--- src/rtl/i2c_write_sequencer.sv ---
// I2C write transaction sequencer.
// Buffers host data bytes in a FIFO, launches the controller with a start
// pulse, follows bus progress by watching SCL/SDA, and reports
// done / NACK / timeout back to the host.
module i2c_write_sequencer #(
  parameter int FIFO_DEPTH     = 8,
  parameter int TIMEOUT_CYCLES = 4096
) (
  input  logic                          i_clk,
  input  logic                          i_nrst,
  input  logic                          i_cmd_valid,
  output logic                          o_cmd_ready,
  input  logic [6:0]                    i_cmd_addr,
  input  logic                          i_cmd_rw,
  input  logic [2:0]                    i_cmd_len,
  input  logic                          i_wr_valid,
  output logic                          o_wr_ready,
  input  logic [7:0]                    i_wr_data,
  input  logic                          i_scl,
  input  logic                          i_sda,
  output logic                          o_start,
  output logic [6:0]                    o_addr,
  output logic                          o_read_or_write,
  output logic [2:0]                    o_word_cnt,
  output logic [7:0]                    o_data_write,
  output logic                          o_busy,
  output logic                          o_done,
  output logic                          o_nack_err,
  output logic                          o_timeout_err,
  output logic [$clog2(FIFO_DEPTH):0]   o_fifo_level
);

  localparam int AW = $clog2(FIFO_DEPTH);
  localparam int TW = $clog2(TIMEOUT_CYCLES + 1);

  typedef enum logic [2:0] {
    IDLE, LAUNCH, WAIT_START, ADDR, DATA, WAIT_STOP, FLUSH, DONE
  } state_t;

  state_t state, state_nxt;

  logic [7:0]    mem [FIFO_DEPTH];
  logic [AW-1:0] wr_ptr, rd_ptr, rd_ptr_nxt;
  logic [AW:0]   level_nxt;
  logic [7:0]    head_nxt;
  logic          push, pop, pop_ok;

  logic scl_s1, scl_s2, scl_d, sda_s1, sda_s2, sda_d;
  logic scl_rise, scl_edge, start_det, stop_det;

  logic [3:0]    edge_cnt;
  logic          ack_sda;
  logic [2:0]    sent;
  logic [TW-1:0] tmo_cnt;
  logic          counting, tmo_hit, cmd_acc;
  logic          clr_edge, inc_sent, set_nack, set_tmo;

  assign o_wr_ready  = (o_fifo_level != (AW+1)'(FIFO_DEPTH));
  assign push        = i_wr_valid && o_wr_ready;
  assign pop_ok      = pop && (o_fifo_level != '0);
  assign o_cmd_ready = (state == IDLE) && (o_fifo_level >= (AW+1)'(i_cmd_len));
  assign cmd_acc     = i_cmd_valid && o_cmd_ready;
  assign o_busy      = (state != IDLE);

  // Bus line synchronizers plus one delay stage for edge detection; idle bus is high.
  always_ff @(posedge i_clk or negedge i_nrst) begin
    // NOTE: every sequential block uses non-blocking assignments so all flops
    // see pre-edge values, which keeps the synchronizer chain a true shift.
    if (!i_nrst) begin
      {scl_s1, scl_s2, scl_d} <= 3'b111;
      {sda_s1, sda_s2, sda_d} <= 3'b111;
    end else begin
      {scl_s1, scl_s2, scl_d} <= {i_scl, scl_s1, scl_s2};
      {sda_s1, sda_s2, sda_d} <= {i_sda, sda_s1, sda_s2};
    end
  end

  assign scl_rise  = scl_s2 && !scl_d;
  assign scl_edge  = scl_s2 ^ scl_d;
  assign start_det = scl_s2 && scl_d && sda_d && !sda_s2;
  assign stop_det  = scl_s2 && scl_d && !sda_d && sda_s2;

  // FIFO storage write port.
  always_ff @(posedge i_clk) begin
    // NOTE: the data array carries no reset; the pointers and level alone
    // define which entries are valid, so clearing storage would only cost logic.
    if (push) mem[wr_ptr] <= i_wr_data;
  end

  // Next FIFO level, read pointer and head byte (bypass when the pushed byte becomes head).
  always_comb begin
    rd_ptr_nxt = pop_ok ? rd_ptr + AW'(1) : rd_ptr;
    level_nxt  = o_fifo_level + (AW+1)'(push) - (AW+1)'(pop_ok);
    if (level_nxt == '0)                 head_nxt = 8'h00;
    else if (push && rd_ptr_nxt == wr_ptr) head_nxt = i_wr_data;
    else                                 head_nxt = mem[rd_ptr_nxt];
  end

  // FIFO pointers, level and registered head byte.
  always_ff @(posedge i_clk or negedge i_nrst) begin
    if (!i_nrst) begin
      wr_ptr       <= '0;
      rd_ptr       <= '0;
      o_fifo_level <= '0;
      o_data_write <= 8'h00;
    end else begin
      if (push) wr_ptr <= wr_ptr + AW'(1);
      rd_ptr       <= rd_ptr_nxt;
      o_fifo_level <= level_nxt;
      o_data_write <= head_nxt;
    end
  end

  assign counting = (state == WAIT_START) || (state == ADDR) ||
                    (state == DATA) || (state == WAIT_STOP);
  assign tmo_hit  = (tmo_cnt == TW'(TIMEOUT_CYCLES));

  // State register.
  always_ff @(posedge i_clk or negedge i_nrst) begin
    if (!i_nrst) state <= IDLE;
    else         state <= state_nxt;
  end

  // Next-state, pop control and pulse outputs; a timeout overrides all bus progress.
  always_comb begin
    // NOTE: every signal gets a default before the case so no path leaves
    // one unassigned, which would otherwise infer a latch.
    state_nxt = state;
    pop       = 1'b0;
    clr_edge  = 1'b0;
    inc_sent  = 1'b0;
    set_nack  = 1'b0;
    set_tmo   = 1'b0;
    o_start   = 1'b0;
    o_done    = 1'b0;
    case (state)
      IDLE:       if (cmd_acc) state_nxt = LAUNCH;
      LAUNCH: begin
        o_start   = 1'b1;
        state_nxt = WAIT_START;
      end
      WAIT_START: if (start_det) begin
        clr_edge  = 1'b1;
        state_nxt = ADDR;
      end
      ADDR: if (edge_cnt == 4'd9) begin
        if (ack_sda) begin
          set_nack  = 1'b1;
          state_nxt = WAIT_STOP;
        end else if (o_word_cnt == 3'd0) begin
          state_nxt = WAIT_STOP;
        end else begin
          clr_edge  = 1'b1;
          state_nxt = DATA;
        end
      end
      DATA: if (edge_cnt == 4'd9) begin
        pop      = 1'b1;
        inc_sent = 1'b1;
        if (ack_sda) begin
          set_nack  = 1'b1;
          state_nxt = WAIT_STOP;
        end else if (sent + 3'd1 == o_word_cnt) begin
          state_nxt = WAIT_STOP;
        end else begin
          clr_edge = 1'b1;
        end
      end
      WAIT_STOP:  if (stop_det) state_nxt = FLUSH;
      FLUSH: begin
        if (sent == o_word_cnt) begin
          state_nxt = DONE;
        end else begin
          pop      = 1'b1;
          inc_sent = 1'b1;
        end
      end
      DONE: begin
        o_done    = 1'b1;
        state_nxt = IDLE;
      end
      default:    state_nxt = IDLE;
    endcase
    if (counting && tmo_hit) begin
      state_nxt = FLUSH;
      set_tmo   = 1'b1;
      pop       = 1'b0;
      inc_sent  = 1'b0;
      set_nack  = 1'b0;
      clr_edge  = 1'b0;
    end
  end

  // Latched command, sent counter and sticky error flags.
  always_ff @(posedge i_clk or negedge i_nrst) begin
    if (!i_nrst) begin
      o_addr          <= 7'h00;
      o_read_or_write <= 1'b0;
      o_word_cnt      <= 3'd0;
      sent            <= 3'd0;
      o_nack_err      <= 1'b0;
      o_timeout_err   <= 1'b0;
    end else begin
      if (cmd_acc) begin
        o_addr          <= i_cmd_addr;
        o_read_or_write <= i_cmd_rw;
        o_word_cnt      <= i_cmd_len;
        sent            <= 3'd0;
        o_nack_err      <= 1'b0;
        o_timeout_err   <= 1'b0;
      end
      if (inc_sent) sent <= sent + 3'd1;
      if (set_nack) o_nack_err <= 1'b1;
      if (set_tmo)  o_timeout_err <= 1'b1;
    end
  end

  // SCL rise counter (saturating at 9), ACK sample on the 9th rise, and bus-idle timer.
  always_ff @(posedge i_clk or negedge i_nrst) begin
    if (!i_nrst) begin
      edge_cnt <= 4'd0;
      ack_sda  <= 1'b0;
      tmo_cnt  <= '0;
    end else begin
      if (clr_edge)
        edge_cnt <= 4'd0;
      else if (scl_rise && (state == ADDR || state == DATA) && edge_cnt != 4'd9)
        edge_cnt <= edge_cnt + 4'd1;
      if (scl_rise && edge_cnt == 4'd8) ack_sda <= sda_s2;
      if (state == LAUNCH || scl_edge) tmo_cnt <= '0;
      else if (counting)               tmo_cnt <= tmo_cnt + TW'(1);
    end
  end

endmodule

--- config.mk ---
export PLATFORM = sky130hd
export DESIGN_NAME = i2c_write_sequencer
export DESIGN_NICKNAME = d
export VERILOG_FILES = /design/src/rtl/i2c_write_sequencer.sv
export SDC_FILE = /design/constraint.sdc
export NUM_CORES = 1
export LEC_CHECK = 0
export ABC_AREA = 1
export BUFFER_PORTS_ARGS = -buffer_cell sky130_fd_sc_hd__buf_2
export CAP_MARGIN = 0
export CORE_MARGIN = 5
export CORE_UTILIZATION = 25
export DETAILED_ROUTE_END_ITERATION = 7
export GPL_TIMING_DRIVEN = 0
export PLACE_DENSITY = 0.48
export SLEW_MARGIN = 0
export SYNTH_ARGS = -nofsm -noshare
export SYNTH_HDL_FRONTEND = slang
export SYNTH_SLANG_ARGS = --single-unit
--- constraint.sdc ---
create_clock -name i_clk -period 4.9 [get_ports i_clk]
set_input_delay 0.98 -clock i_clk [delete_from_list [all_inputs] [get_ports i_clk]]
set_output_delay 0.98 -clock i_clk [all_outputs]
set_load 0.02 [all_outputs]
# Word level (Yosys, flattened, before mapping)
# Memories as Yosys holds them, arrays and structs flattened.
# Cells that the tools add are included.
word_totals:
  word_cells: 133
  input_bits: 25
  mem_count: 1
  ramBits: 64
  output_inout_bits: 30
  register_bits: 61
op_classes:
  n_eq_ne: 22
  add_sub_neg: 7
  order_cmp: 1
  reduce_logical: 35
  n_bitwise: 1
  mux: 46
memory_table:
  columns: ["memory", "depth", "width", "rd", "rd_ports_with_merged_regs", "wr", "line", "source"]
  rows:
  - ["mem", 8, 8, 1, 0, 1, "42", "logic [7:0] mem [FIFO_DEPTH];"]
op_table:
  columns: ["cell", "count"]
  rows:
  - ["$mux W3", 12]
  - ["$mux W13", 2]
  - ["$mux W1", 25]
  - ["$pmux W3 S8", 1]
  - ["$mux W8", 2]
  - ["$logic_and A1 B1 Y1", 15]
  - ["$add A13 B1 Y13 const B", 1]
  - ["$eq A13 B13 Y1 const B", 1]
  - ["$eq A3 B3 Y1 const B", 4]
  - ["$ne A4 B4 Y1 const B", 3]
  - ["$reduce_bool A2 Y1", 5]
  - ["$add A3 B1 Y3 const B", 3]
  - ["$eq A3 B3 Y1", 3]
  - ["$ne A3 B2 Y1 const B", 3]
  - ["$ne A3 B3 Y1 const B", 3]
  - ["$eq A4 B4 Y1 const B", 2]
  - ["$mux W4", 2]
  - ["$reduce_and A7 Y1", 1]
  - ["$eq A3 B2 Y1 const B", 2]
  - ["$logic_not A3 Y1", 2]
  - ["$logic_or A1 B1 Y1", 5]
  - ["$add A4 B1 Y4", 1]
  - ["$add A4 B1 Y4 const B", 1]
  - ["$ge A4 B3 Y1", 1]
  - ["other kinds (10)", 12]

# Depth between registers and ports, before layout
depth:
  ltp_word: 12
  depth_mapped: 18
  ltp_nobuf: 17

# Least setup slack after synthesis
# No wires, ideal clock.
synth_path:
  path_kind: "reg2reg"
  from: "register state[1]"
  to: "register o_data_write[0]"
  period_less_slack_ns: 3.264
  required_ns: 4.785
  setup_ns: 0.115
  path_stages_with_launch: 17
  path_buffers: 1
  setup_slack_ns: 1.636
  arrival_time_ns: 3.149
  path_cell_list: "dfrtp_1 inv_1 ha_1 inv_1 nand3_2 nand3_4 inv_1 ha_1 inv_1 ha_1 inv_1 fa_1 inv_1 or4_1 buf_1 nand2_1 nor2_1"
synth_between:
  elab_cells_between_ends: 20
  cone_classes: "1 x add/sub; 6 x eq/ne; 5 x mux; 7 x reduce/logical; 1 x memory"
synth_rtl:
  columns: ["item", "line", "source"]
  rows:
  - ["from (decl)", "40", "state_t state, state_nxt;"]
  - ["from (signal assigned)", "121", "else state <= state_nxt;"]
  - ["$eq A3 B2 Y1", "114", "assign counting = (state == WAIT_START) || (state == ADDR) ||"]
  - ["$logic_or A1 B1 Y1 (2 in series)", "114", null]
  - ["$logic_or A1 B1 Y1", "115", "(state == DATA) || (state == WAIT_STOP);"]
  - ["$logic_and A1 B1 Y1", "184", "if (counting && tmo_hit) begin"]
  - ["$mux W1 (*)", "184", null]
  - ["$logic_and A1 B1 Y1 (*)", "60", "assign pop_ok = pop && (o_fifo_level != '0);"]
  - ["$sub A4 B1 Y4 (*)", "93", "level_nxt = o_fifo_level + (AW+1)'(push) - (AW+1)'(pop_ok);"]
  - ["named net level_nxt[1]", "44", "logic [AW:0] level_nxt;"]
  - ["$logic_not A4 Y1 (*)", "94", "if (level_nxt == '0) head_nxt = 8'h00;"]
  - ["$mux W8 (*)", "94", null]
  - ["named net head_nxt[0]", "45", "logic [7:0] head_nxt;"]
  - ["to (signal assigned)", "110", "o_data_write <= head_nxt;"]
  - ["to (decl)", "25", "output logic [7:0] o_data_write,"]
# The timed path passes the listed nets; every way through them passes the cells marked *.
# A chain may end at the register's enable or synchronous reset.

# Worst setup path after layout
layout_path:
  from: "register state[1]"
  to: "register o_data_write[3]"
# The elaborated chain is that of the path after synthesis.

==> impl_results.md <==
* Critical path launch point: state[1]
* Most used cell, CP: inv_1
* Post-synth EDFFs at 64
* Vias/cell at 4.26
* Area post-placement at 0.00670 mm^2
* Design Area, Final at 0.00732 mm^2
* Hold buffer count at CTS at 0
* Detail Placement HPWL at 10100 um
* CTS tree: yes
* Pwr dens at 628 mW/mm^2
* Critical Path AT at 4.02 ns
* FF+latch count, synth at 125
* Endpoints failing hold at 0
* Placed cell count at 1003
* Depth of the CTS H-tree at 4
* IO Port Bufs at 54
* Hold WC Path Type: register to register
* Share of cells above drive strength 1 at 18.7%
* WP buf/inv at 7
* CTS clk-pin slew, worst paths at 0.07 ns
* DR vias at 4407
* Final TNS setup at 0 ns
* Nets at 751
* Io pins at 55
* Non-Filler Instances at 1035
* Number of global-route vias before repair at 4371
* Critical path class: register to register
* Maximum vdd drop at 0.243 mV
* Clk root buf: clkbuf_16
* Fill cells at 2491
* Wire per inst at 13.7 um
* First-pass GRT wire length at 23100 um
* Synth top area share at 31.9%
* Worst rel slew slack at 40.6%
* Global placement routability congestion at 0.766
* CTS Sinks at 125
* RR Startpoint: state[1]
* Post-synth top cells: nand2_1 (164), nand3_1 (67), edfxtp_1 (64)
* Die Ht at 165 um
* Max Clk Rate at 270 MHz
* P&R area growth vs syn at 21.3%
* Sequential share of the synthesized area at 57.3%
* Cts bufs inserted at 17
* Crit start category: register
* Largest net degree at the start of global routing at 62
* Crit-path slowest cell: dfrtp_1
* Clock power frac at 27.7%
* Most numerous cell in the Yosys netlist: nand2_1
* WL final at 14200 um
* RSZ-0062 raised after global routing: false
* Crit Path Max Fanout at 9
* Skew final at 0.0156 ns
* Crit path max-delay family: adder cells
* Post-synthesis cell area at 0.00603 mm^2
* Post_cts resized at 0
* Combinational power share at 39.2%
* DIE AREA at 0.0273 mm^2
* Critical Path Max Stage Delay at 0.55 ns
* Antenna diodes at 0
* Hold path startpoint: scl_s1
* Setup violators final at 0
* DRT iter0 DRCs at 279
* Initial core utilization at 25.5%
* CP required at 5.22 ns
* Routed Antenna Nets at 0
* Core Region at 0.0236 mm^2
* Syn_area_per_cell at 9.57 um^2
* DIE WIDTH at 165 um
* Initial antenna violation count at 0
* Main flop type after synthesis: edfxtp_1
* Final Max Slew Viols at 0
* Post-synthesis async set-or-reset flop share at 48.8%
* Outcome: finished clean
* Max-cap violations at 0
* Drc violations at 0
* Cell variety after synth at 45
* Fin crit period at 3.70 ns
* Worst-margin pin slew at 0.888 ns
* Postcts setup bufs at 0
* Clk buf depth at 2
* Final period util at 75.5%
* Register share of total power at 33.1%
* Ranking of synthesized cells by area: edfxtp_1 (32%), dfrtp_1 (23%), nand2_1 (10%)
* Grt ovf at 0
* Sw frac at 42.4%
* Synth area leader: edfxtp_1
* Row count at 56
* Cell Chain, Critical Path: inv_1 > ha_1 > inv_1 > nand3_2 > nand3_4 > inv_1 > ha_1 > inv_1 > ha_1 > inv_1 > fa_1 > inv_1 > or4_1 > buf_1 > nand2_1 > nor2_1
* Syn_nets at 678
* Worst skew pair latency at 0.43 ns
* 1st-pass router iterations at 4
* Pint at 2.65 mW
* Crit end category: register
* Lkg Pwr at 3.32 nW
* Synth Instances at 630
* GRT Util Overall at 10.9%
* Net Sw Power at 1.95 mW
* Yosys warnings at 0
[through the flow]
step | total power, mW | worst slack [ns] | util, % | hold WS (ns)
final | 4.59 | 1.20 | 31.0 | 0.355
after floorplan | 2.81 | 1.64 | - | 0.345
after detailed placement | 3.37 | 1.13 | 28.4 | 0.353
after global routing | 4.96 | 0.910 | 31.0 | 0.362
after global placement | 3.35 | 1.18 | 28.4 | 0.348
after CTS | 4.66 | 1.13 | 31.0 | 0.360
[metal layers]
metal  up-vias  global-route usage (%)  wire, um
met3        10                    2.58       694
met5         -                       0         0
met4         0                    3.07       134
met1      2058                    15.1      7050
met2        82                    16.9      6350
li1       2257                       -         -
[layout by cell type (no fill, tap or decap), types with 17 or more instances in the layout]
cell type,instances
nand2_1,164
nand3_1,67
edfxtp_1,64
inv_1,63
nor2_1,60
buf_2,55
dfrtp_1,55
ha_1,22
o21ai_0,17
clkbuf_16,17
[cells by family after synthesis]
family                   count (synthesis)  share of synthesized area [%]
XOR/XNOR                                 8                           1.16
adder cells (fa/ha/maj)                 23                           4.90
AND/OR/NAND/NOR                        348                           26.7
flip-flops                             125                           57.3
buffers and inverters                   81                           5.50
AO/OA/AOI/OAI                           45                           4.40
[sequential cells by signal, indices dropped and copies added, names as in the netlist, 3 cells and up]
name	flops
o_data_write	8
o_addr	7
wr_ptr	3
state	3
o_fifo_level	4
tmo_cnt	13
edge_cnt	4
rd_ptr	3
sent	3
mem	64
o_word_cnt	3
[power groups by stage]
stage	clock network (mW)	registers, mW	logic, mW
floorplan	0	1.63	1.18
detailed placement	0	1.54	1.83
finish	1.27	1.52	1.80
CTS	1.30	1.52	1.83
global route	1.35	1.55	2.06
global placement	0	1.54	1.81
[layout make-up]
type / count / area [um^2] / area share (%)
timing repair buffer: 54 / 273 / 3.73
sequential: 125 / 3460 / 47.2
multi-input combinational: 424 / 2240 / 30.6
buffer: 10 / 62.6 / 0.855
tap: 319 / 399 / 5.46
clock buffer: 17 / 425 / 5.81
inverter: 71 / 269 / 3.68
clock inverter: 15 / 189 / 2.58
[worst paths after layout]
path / to / slack, ns / depth (start not counted)
worst max register to register: o_data_write[3] / 1.20 / 16
worst min register to register: scl_s2 / 0.35 / 0
max in group asynchronous: wr_ptr[2] / 3.73 / 1
min in group asynchronous: state[1] / 0.65 / 1
worst min-delay path: scl_s2 / 0.35 / 0
worst max-delay path: o_data_write[3] / 1.20 / 16
No activity file was read; power rests on OpenSTA's default activity.
